===== src/rtl/ann_stream_loader.sv =====
// Autonomous load sequencer for the ANN accelerator input FIFO: emits a load_kdtree
// pulse, then node, leaf and query word streams under FIFO backpressure, with cycle accounting.
module ann_stream_loader #(
    parameter int                    DATA_WIDTH = 11,
    parameter int                    LEAF_SIZE  = 8,
    parameter int                    PATCH_SIZE = 5,
    parameter int                    ROW_SIZE   = 26,
    parameter int                    COL_SIZE   = 19,
    parameter int                    NUM_LEAVES = 64,
    parameter int                    CNT_W      = 20,
    parameter logic [DATA_WIDTH-1:0] LFSR_TAPS  = DATA_WIDTH'(11'h500),
    parameter logic [DATA_WIDTH-1:0] LFSR_SEED  = DATA_WIDTH'(11'h001)
) (
    input  logic                  io_clk,
    input  logic                  io_rst_n,
    input  logic                  start,
    input  logic                  abort,
    input  logic                  mode,
    input  logic                  in_fifo_wfull_n,
    output logic                  load_kdtree,
    output logic                  in_fifo_wenq,
    output logic [DATA_WIDTH-1:0] in_fifo_wdata,
    output logic                  busy,
    output logic                  done,
    output logic [1:0]            phase,
    output logic [CNT_W-1:0]      kdtree_cycles,
    output logic [CNT_W-1:0]      query_cycles,
    output logic [CNT_W-1:0]      stall_cycles,
    output logic [3:0]            fsm_state
);

    localparam int NODE_W  = 2 * (NUM_LEAVES - 1);
    localparam int LEAF_W  = NUM_LEAVES * LEAF_SIZE * (PATCH_SIZE + 1);
    localparam int QUERY_W = ROW_SIZE * COL_SIZE * PATCH_SIZE;
    localparam int MAX_W   = (NODE_W > LEAF_W) ? ((NODE_W > QUERY_W) ? NODE_W : QUERY_W)
                                               : ((LEAF_W > QUERY_W) ? LEAF_W : QUERY_W);
    localparam int IDX_RAW = $clog2(MAX_W + 1);
    // Index must be at least as wide as the data word so ramp data can slice it directly.
    localparam int IDX_W   = (IDX_RAW > DATA_WIDTH) ? IDX_RAW : DATA_WIDTH;

    localparam logic [DATA_WIDTH-1:0] SEED_EFF =
        (LFSR_SEED == '0) ? DATA_WIDTH'(1) : LFSR_SEED;

    typedef enum logic [3:0] {
        S_IDLE    = 4'd0,
        S_PULSE   = 4'd1,
        S_NODES   = 4'd2,
        S_GAP_N   = 4'd3,
        S_LEAVES  = 4'd4,
        S_GAP_L   = 4'd5,
        S_QUERIES = 4'd6,
        S_GAP_Q   = 4'd7,
        S_DONE    = 4'd8
    } state_t;

    state_t                  state;
    state_t                  state_next;
    logic [IDX_W-1:0]        idx;
    logic [IDX_W-1:0]        last_idx;
    logic [DATA_WIDTH-1:0]   lfsr;
    logic [DATA_WIDTH-1:0]   lfsr_next;
    logic                    mode_q;
    logic                    pending;
    logic                    last_word;
    logic                    start_ok;
    logic                    in_kdtree;
    logic                    in_query;

    function automatic logic [CNT_W-1:0] sat_inc(input logic [CNT_W-1:0] v);
        return (&v) ? v : v + CNT_W'(1);
    endfunction

    always_comb begin
        pending   = 1'b0;
        last_idx  = '0;
        case (state)
            S_NODES:   begin pending = 1'b1; last_idx = IDX_W'(NODE_W - 1);  end
            S_LEAVES:  begin pending = 1'b1; last_idx = IDX_W'(LEAF_W - 1);  end
            S_QUERIES: begin pending = 1'b1; last_idx = IDX_W'(QUERY_W - 1); end
            default:   ;
        endcase
        last_word = (idx == last_idx);
        start_ok  = ((state == S_IDLE) || (state == S_DONE)) && start && !abort;
        in_kdtree = (state == S_PULSE) || (state == S_NODES) || (state == S_GAP_N) ||
                    (state == S_LEAVES) || (state == S_GAP_L);
        in_query  = (state == S_QUERIES) || (state == S_GAP_Q);
        lfsr_next = {lfsr[DATA_WIDTH-2:0], ^(lfsr & LFSR_TAPS)};
    end

    // Enqueue is the only input-to-output path; abort kills it in the same cycle.
    always_comb begin
        in_fifo_wenq = pending && in_fifo_wfull_n && !abort;
    end

    always_comb begin
        state_next = state;
        if (abort) begin
            state_next = S_IDLE;
        end else begin
            case (state)
                S_IDLE:    if (start) state_next = S_PULSE;
                S_PULSE:   state_next = S_NODES;
                S_NODES:   if (in_fifo_wenq && last_word) state_next = S_GAP_N;
                S_GAP_N:   state_next = S_LEAVES;
                S_LEAVES:  if (in_fifo_wenq && last_word) state_next = S_GAP_L;
                S_GAP_L:   state_next = S_QUERIES;
                S_QUERIES: if (in_fifo_wenq && last_word) state_next = S_GAP_Q;
                S_GAP_Q:   state_next = S_DONE;
                S_DONE:    if (start) state_next = S_PULSE;
                default:   state_next = S_IDLE;
            endcase
        end
    end

    always_comb begin
        load_kdtree   = (state == S_PULSE);
        busy          = (state != S_IDLE) && (state != S_DONE);
        done          = (state == S_DONE);
        fsm_state     = state;
        in_fifo_wdata = '0;
        if (pending) in_fifo_wdata = mode_q ? lfsr : idx[DATA_WIDTH-1:0];
        phase = 2'd0;
        case (state)
            S_PULSE, S_NODES, S_GAP_N: phase = 2'd1;
            S_LEAVES, S_GAP_L:         phase = 2'd2;
            S_QUERIES, S_GAP_Q:        phase = 2'd3;
            default:                   phase = 2'd0;
        endcase
    end

    always_ff @(posedge io_clk or negedge io_rst_n) begin
        if (!io_rst_n) begin
            state  <= S_IDLE;
            mode_q <= 1'b0;
            idx    <= '0;
            lfsr   <= SEED_EFF;
        end else begin
            state <= state_next;
            if (start_ok) mode_q <= mode;
            // Outside the data states the generators sit at their per-phase start values.
            if (pending) begin
                if (in_fifo_wenq) begin
                    idx  <= idx + IDX_W'(1);
                    lfsr <= lfsr_next;
                end
            end else begin
                idx  <= '0;
                lfsr <= SEED_EFF;
            end
        end
    end

    always_ff @(posedge io_clk or negedge io_rst_n) begin
        if (!io_rst_n) begin
            kdtree_cycles <= '0;
            query_cycles  <= '0;
            stall_cycles  <= '0;
        end else if (start_ok) begin
            kdtree_cycles <= '0;
            query_cycles  <= '0;
            stall_cycles  <= '0;
        end else if (!abort) begin
            if (in_kdtree) kdtree_cycles <= sat_inc(kdtree_cycles);
            if (in_query)  query_cycles  <= sat_inc(query_cycles);
            if (pending && !in_fifo_wfull_n) stall_cycles <= sat_inc(stall_cycles);
        end
    end

endmodule


===== config.mk =====
export PLATFORM = sky130hd
export DESIGN_NAME = ann_stream_loader
export DESIGN_NICKNAME = d
export VERILOG_FILES = /design/src/rtl/ann_stream_loader.sv
export SDC_FILE = /design/constraint.sdc
export NUM_CORES = 1
export LEC_CHECK = 0
export ABC_AREA = 1
export BUFFER_PORTS_ARGS = -buffer_cell sky130_fd_sc_hd__buf_2
export CAP_MARGIN = 20
export CORE_ASPECT_RATIO = 0.6
export CORE_UTILIZATION = 38
export CTS_CLUSTER_DIAMETER = 60
export DETAILED_ROUTE_END_ITERATION = 6
export PLACE_DENSITY = 0.69
export SETUP_SLACK_MARGIN = 0.1
export SLEW_MARGIN = 20
export SYNTH_ARGS = -nofsm -noshare
export SYNTH_HDL_FRONTEND = slang
export SYNTH_SLANG_ARGS = --single-unit

===== constraint.sdc =====
create_clock -name io_clk -period 5.1 [get_ports io_clk]
set_input_delay 0.255 -clock io_clk [delete_from_list [all_inputs] [get_ports io_clk]]
set_output_delay 0.255 -clock io_clk [all_outputs]
set_load 0.02 [all_outputs]

* Word-level counts from Yosys, hierarchy flattened
Index checks and enable logic that the tools add are counted.
Word-level totals: flip-flop bits (word level) 88, word-level logic and storage cells 90
Operators by class: reductions and logical operators 33, equality and inequality tests 19, add/subtract/negate cells 4, multiplexer cells 27
Operators by type and width (count):
- $mux 20 | 12
- $add 20x1->20 const B | 3
- $reduce_and 20->1 | 3
- $mux 11 | 4
- $pmux 12 s3 | 1
- $pmux 4 s8 | 1
- $mux 12 | 2
- $mux 4 | 5
- $eq 4x3->1 const B | 4
- $add 12x1->12 const B | 1
- $eq 12x12->1 | 1
- $reduce_xor 11->1 | 1
- $ne 3x2->1 const B | 3
- $reduce_and 3->1 | 3
- $eq 4x2->1 const B | 2
- $ne 2x2->1 const B | 4
- $logic_and 1x1->1 | 7
- $logic_or 1x1->1 | 6
- $pmux 2 s3 | 1
- $reduce_bool 2->1 | 3
- $reduce_or 2->1 | 3
- $reduce_or 3->1 | 2
- $eq 4x1->1 const B | 1
- $eq 4x4->1 const B | 1
- 8 further kinds | 9

* Longest topological paths before layout
Gate-level depths: netlist of the first run.
depth in word-level cells 9, gate-level depth with buffers 12

* Worst setup path after synthesis of the first run
OpenSTA, ideal clock, no wires.
kind register to register, start register query_cycles[0], end register query_cycles[14], slack 3.198 ns, arrival time 1.786 ns, stages on the path, launching flop included 11, required time 4.983 ns, path buffers 2, library setup time 0.117 ns, path through dfrtp_1 -> ha_1 -> nand3_2 -> nor3_4 -> nand4_1 -> nand2_1 -> nand2_1 -> buf_6 -> buf_8 -> nand3_2 -> nand2_1
Between the ends: word-level cells in the longest chain between the ends 5, elaborated cells between the ends (all ways) 8, classes of those cells add/sub: 1; eq/ne: 1; mux: 4; reduce/logical: 2
RTL lines:
- start: declaration | line 27 | output logic [CNT_W-1:0] query_cycles,
- start signal: assignment | line 164 | if (in_query) query_cycles <= sat_inc(query_cycles);
- $add 20x1->20 | line 70 | return (&v) ? v : v + CNT_W'(1);
- $mux 20 | line 70
- $mux 20 | line 164
- $mux 20 | line 162 | end else if (!abort) begin
- $mux 20 | line 158 | end else if (start_ok) begin
Several ways; a longest one is shown, not always the timed one. The select of a mux whose other input is x is not followed. A chain may end at the register's enable or synchronous reset.

* Worst setup path in the final report of the first run
start register state[1] (netlist: fsm_state[1]), end register kdtree_cycles[13]
Between the ends: word-level cells in the longest chain between the ends 7, elaborated cells between the ends (all ways) 19, classes of those cells eq/ne: 8; mux: 1; reduce/logical: 10
RTL lines:
- start: declaration | line 56 | state_t state;
- start signal: assignment | line 138 | state <= state_next;
- $eq 4x1->1 or $eq 4x2->1 (tied branches) | line 84 | in_kdtree = (state == S_PULSE) || (state == S_NODES) || (state == S_GAP_N) ||
- $logic_or 1x1->1 (3 in series) | line 84
- $logic_or 1x1->1 | line 85 | (state == S_LEAVES) || (state == S_GAP_L);
- $reduce_bool 2->1 (no source line)
- $reduce_and 3->1 (no source line)
- end signal: assignment | line 163 | if (in_kdtree) kdtree_cycles <= sat_inc(kdtree_cycles);
- end: declaration | line 26 | output logic [CNT_W-1:0] kdtree_cycles,
Several ways; a longest one is shown, not always the timed one.

==> results.yml, run 1 <==
outcome:
  outcome: "finished clean"
sta:
  setup_viol: 0
  skew_ps: 7.12
  slew_headroom: 0.457
  setup_tns_ps: 0
  hold_viol: 0
  report.final.slew_viol_count: 0
  fin_crit_sh: 0.567
  rsz0062_at_grt: "false"
  fmax_ghz: 0.346
  period_needed_ps: 2890
  tightest_slew_ps: 808
  worst_slack_ps: 2210
power_and_ir_drop:
  peakVddDrop_v: 0.000181
  leakagePower_nw: 3.12
  powerDensity_nw_per_um2: 372
synthesis:
  yosysMostFrequentCell: "nand2_1"
  synthAdderAreaFrac: 0.00901
  synthTopCellsByArea: "dfrtp_1, nand2_1, nand3_1, inv_1, nor2_1"
  synth_compound_area_frac: 0.0764
  synth_edf_count: 0
  ys.flop_type: "dfrtp_1"
  synth_area_sq_um: 5560
  yosys_warnings: 0
  syn_avg_cell_area_sq_um: 7.38
  synth_fp_nets: 763
  synth_mux_area_frac: 0.00360
  yosysUniqueCellTypes: 41
  synth_xor_area_frac: 0.0694
  synth_area_leader_cell: "dfrtp_1"
  synth_top_family_by_area: "simple AND/OR/NAND/NOR gates"
  yosys.area.top_type_share: 0.392
  synth_simple_gate_area_share: 0.361
  ys_ff_latch: 88
  syn-instance-count: 753
  synth.yosys.seq_area_share: 0.397
  async_flop_share: 1.00
  synthTopCellsByCount: "nand2_1, dfrtp_1, nand3_1"
die:
  io_pins: 87
  fp-row-count: 33
  dieArea_sq_um: 15100
  start_util: 0.398
  die_y_um: 95.7
  dieWidth_um: 158
  coreArea_sq_um: 14000
clocking:
  clkTransAtPathRegs_ps: 70
  htree_levels: 3
  clk_latency_ps: 340
  root_buffer: "clkbuf_16"
  cts_buffers: 9
  cts_tree: "done"
  cts.sinks: 88
  cts_setup_buffers: 0
  cts.path.max_buffers: 2
hold_path:
  min_to: "mode_q$_DFFE_PN0P_"
  hold_class: "in -> reg"
  hold_start: "mode"
  hold_depth: 3
cells_and_area:
  drive_above_1_share: 0.186
  final_nets: 842
  area_growth_pct: 16.2
  n_fill_cell: 1437
  antenna_cells: 0
worst_setup_path:
  critPathRequiredTime_ps: 5330
  r2r-start: "fsm_state[1]$_DFFE_PN0P_"
  end_kind: "flop"
  critPathKind: "reg -> reg"
  r2r_cells: 9
  rrSetupSlack_ps: 2210
  r2r-end: "kdtree_cycles[13]$_DFFE_PN0P_"
  worstPathMaxFanout: 32
  startpoint_type: "flop"
  arrival_ps: 3120
detailed_routing:
  vias: 5217
  routedWlPerCell_um: 13.9
  drtIter0Drc: 324
  routed_wl_mm: 14.3
  drc: 0
  firstDrtPassIters: 5
  antenna_left: 0
  avgViaCountPerCell: 5.07
global_routing:
  grt_max_degree: 49
  antenna_found_initial: 0
  globalRouteTotalUtil: 0.203
  grt_pass1_vias: 4527
  grt_pass1_wl_mm: 23.8
  grt.overflow.total: 0
job:
  maxCapViolCount: 0
placed_design:
  place_ws_ps: 1960
  place.gp.congestion: 0.914
  port_buffers: 86
  dp_hpwl_mm: 10.6
-- area by class of cell --
cell class | instances | area [sq um] | area share
multi-input combinational | 556 | 2890 | 0.448
sequential | 88 | 2200 | 0.341
timing repair buffer | 89 | 458 | 0.0709
inverter | 88 | 330 | 0.0512
tap | 192 | 240 | 0.0372
clock buffer | 10 | 239 | 0.0370
clock inverter | 6 | 92.6 | 0.0143
-- cells in the final DEF (no fill, tap or decap), drive strengths merged --
| master | count |
|---|---|
| nand2 | 199 |
| nand3 | 97 |
| buf | 88 |
| inv | 88 |
| dfrtp | 87 |
| nor2 | 82 |
| nor3 | 37 |
| o21ai | 35 |
| xor2 | 31 |
| a21oi | 21 |
| nand4 | 15 |
| xnor2 | 13 |
| o22ai | 10 |
| clkbuf | 10 |
| ha | 4 |
| mux2i | 2 |
| nand3b | 2 |
| clkinv | 2 |
| clkinvlp | 2 |
| bufinv | 2 |
| or2 | 2 |
| nor4 | 1 |
| o211ai | 1 |
| o21a | 1 |
| a21o | 1 |
| a22oi | 1 |
| a31oi | 1 |
| dlygate4sd3 | 1 |
| dfstp | 1 |
-- registers in the layout (all words and copies together), names as in the netlist --
signal         flops
stall_cycles      20
fsm_state          4
mode_q             1
kdtree_cycles     20
lfsr              11
query_cycles      20
idx               12
-- kinds of logic (layout without fill, tap and decap cells) --
kind of cell    count (synthesis)  in the layout
simple gates                  435            435
buf+inv                       109            193
flops                          88             88
compound gates                 71             71
xor+xnor                       44             44
fa+ha+maj                       4              4
mux                             2              2
-- metrics by stage --
stage	utilization	cell area, sq um	power (mW)	instances	hold slack, ps
after floorplan	-	5560	1.46	753	-40.6
after global placement	0.438	6110	1.67	1012	281
after detailed placement	0.438	6110	1.68	1012	288
after CTS	0.462	6450	2.42	1029	104
after global routing	0.463	6450	2.55	1029	104
final	0.463	6450	2.40	1029	111
-- worst max path at each step --
stage,startpoint,endpoint,slack [ps],cells past startpoint
after CTS,fsm_state[1]$_DFFE_PN0P_,query_cycles[14]$_DFFE_PN0P_,1980,8
after global placement,fsm_state[1]$_DFFE_PN0P_,query_cycles[19]$_DFFE_PN0P_,2050,8
after detailed placement,fsm_state[1]$_DFFE_PN0P_,query_cycles[14]$_DFFE_PN0P_,1960,8
after floorplan,query_cycles[0]$_DFFE_PN0P_,query_cycles[14]$_DFFE_PN0P_,3200,10
after global routing,fsm_state[1]$_DFFE_PN0P_,kdtree_cycles[17]$_DFFE_PN0P_,1970,9
final,fsm_state[1]$_DFFE_PN0P_,kdtree_cycles[13]$_DFFE_PN0P_,2210,9
-- power breakdown --
part / internal (mW) / switching, mW
Clock: 0.445 / 0.290
Combinational: 0.198 / 0.542
Sequential: 0.786 / 0.141
Total: 1.43 / 0.974
-- layer usage --
metal	track usage	part of all wire	up-vias
met3	0.0445	0.073	14
met4	0.0465	0.0094	0
met1	0.319	0.52	2439
li1	-	-	2594
met5	0	0	-
met2	0.275	0.39	170
-- critical path, stage by stage, from the launching register on --
cell     delay, ps
dfrtp_1        450
nor2_2         220
inv_2           50
nor2_1         140
nand3_2        620
buf_4          510
nand2_1        380
inv_2          220
nand2_1        100
nand2_1         60
-- what timing repair did --
item / CTS / global route
hold endpoints to repair: 40 / 0
hold buffers: 1 / 0
resized for setup: 0 / 0
Power figures use the tool's default switching activity.
==> run 2, diff against run 1 <==
--- a/config.mk
+++ b/config.mk
@@ -12,7 +12,7 @@
 export CORE_UTILIZATION = 38
 export CTS_CLUSTER_DIAMETER = 60
 export DETAILED_ROUTE_END_ITERATION = 6
-export PLACE_DENSITY = 0.69
+export PLACE_DENSITY = 0.71
 export SETUP_SLACK_MARGIN = 0.1
 export SLEW_MARGIN = 20
 export SYNTH_ARGS = -nofsm -noshare
==> constraint.sdc (replaced) <==
create_clock -name io_clk -period 2.6 [get_ports io_clk]
set_input_delay 0.13 -clock io_clk [delete_from_list [all_inputs] [get_ports io_clk]]
set_output_delay 0.13 -clock io_clk [all_outputs]
set_load 0.02 [all_outputs]
==> run 2 against run 1 <==
Against the previous run: power up 96%; worst setup slack worse by 1800 ps; design area up 0.87%; critical path type unchanged; largest cell class unchanged.
==> results.yml, run 2 (synthesized netlist as in run 1, its figures left out) <==
outcome:
  outcome: "finished clean"
detailed_routing:
  antenna_left: 0
  avgViaCountPerCell: 4.98
  routedWlPerCell_um: 13.8
  vias: 5170
  routed_wl_mm: 14.3
  firstDrtPassIters: 5
  drtIter0Drc: 465
  drc: 0
power_and_ir_drop:
  p_total_mw: 4.70
  powerDensity_nw_per_um2: 722
  peakVddDrop_v: 0.000343
  leakagePower_nw: 3.16
die:
  coreArea_sq_um: 14000
  fp-row-count: 33
  die_y_um: 95.7
  dieWidth_um: 158
  start_util: 0.398
  io_pins: 87
  dieArea_sq_um: 15100
worst_setup_path:
  crit_buf_inv: 1
  critical-path-top-delay-family: "simple AND/OR/NAND/NOR gates"
  r2r-end: "stall_cycles[6]$_DFFE_PN0P_"
  path_cells: "ha_1 > nand3_2 > nor2_4 > nand2_2 > nor2_4 > nand3_2 > a21oi_4 > buf_4 > nand2_1 > nand2_1"
  startpoint_type: "flop"
  rrSetupSlack_ps: 410
  max_stage_delay_ps: 460
  r2r-start: "stall_cycles[0]$_DFFE_PN0P_"
  critPathKind: "reg -> reg"
  arrival_ps: 2460
  path_depth: 10
  cp-endpoint: "stall_cycles[6]$_DFFE_PN0P_"
  critPathRequiredTime_ps: 2870
  cp-startpoint: "stall_cycles[0]$_DFFE_PN0P_"
  worst_path_max_delay_cell: "dfrtp_1"
  worstPathMaxFanout: 12
  end_kind: "flop"
  r2r_cells: 10
job:
  maxCapViolCount: 0
cells_and_area:
  n_fill_cell: 1453
  seq_area_sq_um: 2200
  design_area_sq_um: 6510
  multi_input_area_sq_um: 2890
  final_cell_mix: "nand2_1, dfrtp_1, nand3_1"
  layout_commonest_cell: "nand2_1"
  area_growth_pct: 17.2
  antenna_cells: 0
  reg.largest.list: "kdtree_cycles (20), query_cycles (20), stall_cycles (20)"
  final_nets: 851
  drive_above_1_share: 0.193
sta:
  skew_ps: 7.73
  rsz0062_at_grt: "false"
  holdWs_ps: 24.7
  period_needed_ps: 2190
  setup_tns_ps: 0
  tightest_slew_ps: 786
  fin_crit_sh: 0.842
  setup_viol: 0
  hold_viol: 0
  report.final.slew_viol_count: 0
  slew_headroom: 0.471
  fmax_ghz: 0.457
clocking:
  cts_setup_buffers: 0
  cts.path.max_buffers: 2
  cts_tree: "done"
  htree_levels: 3
  clk_latency_ps: 330
  root_buffer: "clkbuf_16"
  cts.sinks: 88
  clkTransAtPathRegs_ps: 70
  cts_buffers: 9
global_routing:
  gr-usage-met1: 0.327
  antenna_found_initial: 0
  grt_pass1_wl_mm: 23.8
  grt_pass1_vias: 4616
  globalRouteTotalUtil: 0.200
  met3_usage: 0.0400
  grt.overflow.total: 0
  groute.layer.met2.usage: 0.266
  top_usage_layer: "met1"
  grt_max_degree: 42
placed_design:
  place_area_sq_um: 6180
  port_buffers: 86
  dp_hpwl_mm: 11.0
  place.gp.congestion: 0.894
hold_path:
  hold_class: "in -> reg"
==> run 2: area by class of cell <==
cell class	count	area share
inverters	88	0.0507
multi-input cells	556	0.444
clock inverters	5	0.0123
repair buffers	98	0.0807
flip-flops and latches	88	0.338
well taps	192	0.0369
clock buffers	11	0.0373
==> run 2: metal layers <==
layer  share of wire  vias up
met5               0        -
met4          0.0045        0
met3           0.062        7
met2            0.39      164
met1            0.54     2380
li1                -     2619
==> run 2: worst min-delay path by stage <==
stage / end / cells after the start / from
global placement: lfsr[6]$_DFFE_PN0P_ / 1 / io_rst_n
CTS: mode_q$_DFFE_PN0P_ / 3 / mode
global route: mode_q$_DFFE_PN0P_ / 3 / mode
floorplan: fsm_state[0]$_DFFE_PN0P_ / 0 / io_rst_n
finish: mode_q$_DFFE_PN0P_ / 3 / mode
detailed placement: lfsr[6]$_DFFE_PN0P_ / 1 / io_rst_n
==> run 2: metrics by stage <==
stage                      util  setup WS, ps  instances
after global placement    0.443           464       1021
after detailed placement  0.443           421       1021
after floorplan               -           698        753
final                     0.467           412       1038
after CTS                 0.467           399       1038
after global routing      0.467           193       1038
==> run 2: power by group <==
| group | total, mW | switching (mW) | leakage (nW) | internal, mW |
|---|---|---|---|---|
| Clock | 1.40 | 0.528 | 0.152 | 0.867 |
| Combinational | 1.49 | 1.06 | 1.79 | 0.423 |
| Sequential | 1.82 | 0.278 | 1.21 | 1.54 |
| Total | 4.70 | 1.87 | 3.16 | 2.83 |
==> run 2: worst reg2reg max path: cells and delay by family, from the launching register on <==
family          cells  cell delay, ps
fa+ha+maj           1             310
simple gates        7             810
flops               1             460
compound gates      1             300
buf+inv             1             250
==> run 2: repair_timing <==
action,CTS,global route
hold endpoints to repair,38,0
gates resized for setup,0,0
hold buffers,1,0
==> run 3, diff against run 2 <==
--- a/config.mk
+++ b/config.mk
@@ -12,7 +12,7 @@
 export CORE_UTILIZATION = 38
 export CTS_CLUSTER_DIAMETER = 60
 export DETAILED_ROUTE_END_ITERATION = 6
-export PLACE_DENSITY = 0.71
+export PLACE_DENSITY = 0.69
 export SETUP_SLACK_MARGIN = 0.1
 export SLEW_MARGIN = 20
 export SYNTH_ARGS = -nofsm -noshare
==> constraint.sdc (replaced) <==
create_clock -name io_clk -period 2.11 [get_ports io_clk]
set_input_delay 0.1055 -clock io_clk [delete_from_list [all_inputs] [get_ports io_clk]]
set_output_delay 0.1055 -clock io_clk [all_outputs]
set_load 0.02 [all_outputs]
==> run 3 against run 2 <==
Against the previous run: clock skew increased by 1.0 ps; via count grew 0.89%; routed wire length rose by 1.6%; count of clock-buffer cells in the layout unchanged; critical path type is now reg -> out; critical endpoint is now in_fifo_wdata[2].
==> results.yml, run 3 (synthesized netlist as in run 1, its figures left out) <==
global_routing:
  gr-usage-met1: 0.316
  grt_pass1_vias: 4600
  grt.overflow.total: 0
  grt_max_degree: 89
  antenna_found_initial: 0
  grt_pass1_wl_mm: 23.6
  groute.layer.met2.usage: 0.275
  globalRouteTotalUtil: 0.199
  met3_usage: 0.0391
  top_usage_layer: "met1"
clocking:
  clkTransAtPathRegs_ps: 60
  clk_latency_ps: 330
  root_buffer: "clkbuf_16"
  cts.sinks: 88
  htree_levels: 3
  cts.path.max_buffers: 2
  cts_buffers: 9
  cts_tree: "done"
die:
  die_y_um: 95.7
  start_util: 0.398
  io_pins: 87
  dieArea_sq_um: 15100
  fp-row-count: 33
  dieWidth_um: 158
  coreArea_sq_um: 14000
power_and_ir_drop:
  p_int_mw: 3.74
  pwr-share-clk: 0.306
  p_total_mw: 6.07
  pwr-share-comb: 0.340
  switching_share: 0.384
  peakVddDrop_v: 0.000524
  powerDensity_nw_per_um2: 909
  p_switching_mw: 2.33
  leakagePower_nw: 3.23
  p_seq_frac: 0.354
sta:
  rsz0062_at_grt: "false"
  slew_headroom: 0.647
  fmax_ghz: 0.522
  fin_crit_sh: 0.908
  setup_tns_ps: 0
  period_needed_ps: 1920
  tightest_slew_ps: 524
  report.final.slew_viol_count: 0
  hold_viol: 0
  skew_ps: 8.77
  setup_viol: 0
cells_and_area:
  area_growth_pct: 20.2
  drive_above_1_share: 0.204
  antenna_cells: 0
  n_fill_cell: 1426
  reg.largest.list: "kdtree_cycles (20), query_cycles (20), stall_cycles (20)"
  final_nets: 862
  layout_commonest_cell: "nand2_1"
  final_cell_mix: "nand2_1, dfrtp_1, nand3_1"
worst_setup_path:
  cp-endpoint: "in_fifo_wdata[2]"
  crit_buf_inv: 3
  end_kind: "output port"
  path_cells: "nor2_4 > nand3_2 > nand2_4 > inv_1 > buf_4 > nor2_1 > buf_2"
  critical-path-top-delay-family: "simple AND/OR/NAND/NOR gates"
  worst_path_max_delay_cell: "dfrtp_1"
  path_depth: 7
  worstPathMaxFanout: 13
  r2r-start: "query_cycles[1]$_DFFE_PN0P_"
  max_stage_delay_ps: 500
  startpoint_type: "flop"
  arrival_ps: 1810
  critPathRequiredTime_ps: 2000
  r2r_cells: 10
  r2r-end: "query_cycles[14]$_DFFE_PN0P_"
  cp-startpoint: "fsm_state[3]$_DFFE_PN0P_"
  rrSetupSlack_ps: 260
  critPathKind: "reg -> out"
detailed_routing:
  vias: 5216
  firstDrtPassIters: 5
  drtIter0Drc: 421
  routed_wl_mm: 14.5
  routedWlPerCell_um: 13.9
  drc: 0
  antenna_left: 0
  avgViaCountPerCell: 4.98
outcome:
  outcome: "finished clean"
job:
  maxCapViolCount: 0
placed_design:
  port_buffers: 86
  place.gp.congestion: 0.898
  dp_hpwl_mm: 10.5
hold_path:
  hold_class: "in -> reg"
==> run 3: final cells by class <==
| type | instances | area (sq um) | share of cell area |
|---|---|---|---|
| Timing Repair Buffer | 109 | 648 | 0.0970 |
| Multi-Input combinational cell | 556 | 2920 | 0.436 |
| Clock inverter | 3 | 90.1 | 0.0135 |
| Sequential cell | 88 | 2200 | 0.330 |
| Clock buffer | 11 | 253 | 0.0378 |
| Tap cell | 192 | 240 | 0.0360 |
| Inverter | 88 | 330 | 0.0494 |
==> run 3: how the worst min path moves through the flow <==
stage / start / endpoint / slack [ps] / cells past startpoint
2_1_floorplan: io_rst_n / fsm_state[0]$_DFFE_PN0P_ / -190 / 0
3_3_place_gp: io_rst_n / lfsr[6]$_DFFE_PN0P_ / 190 / 2
3_5_place_dp: io_rst_n / lfsr[3]$_DFFE_PN0P_ / 200 / 2
4_1_cts: abort / fsm_state[2]$_DFFE_PN0P_ / 10 / 2
5_1_grt: abort / fsm_state[2]$_DFFE_PN0P_ / 50 / 2
6_report: abort / fsm_state[2]$_DFFE_PN0P_ / 30 / 2
==> run 3: repair_timing <==
action                                  in CTS  in global routing
setup buffers                                0                  1
gates resized for setup                      0                  5
endpoints found under the hold margin       88                  0
hold buffers                                 2                  0
endpoints found under the setup margin       0                 38
==> run 3: routing by layer <==
| layer | share of wire | wire length [um] |
|---|---|---|
| met3 | 0.058 | 844 |
| met4 | 0.0054 | 78 |
| met1 | 0.54 | 7780 |
| met5 | 0 | 0 |
| met2 | 0.40 | 5840 |
==> run 3: metrics by stage <==
step                cell area [sq um]  instances  hold slack [ps]  worst slack [ps]  utilization
floorplan                        5560        753             -190               208            -
global placement                 6270       1030              191               172        0.449
detailed placement               6270       1030              199               216        0.449
CTS                              6630       1046             12.1               190        0.475
global route                     6680       1047             45.5              91.1        0.479
finish                           6680       1047             25.3               195        0.479
==> run 3: power by group through the flow <==
stage | combinational, mW | clock, mW | sequential (mW)
global route | 2.29 | 1.98 | 2.18
detailed placement | 2.04 | 0 | 2.17
finish | 2.07 | 1.86 | 2.15
floorplan | 1.16 | 0 | 2.37
CTS | 2.05 | 1.91 | 2.14
global placement | 2.02 | 0 | 2.17
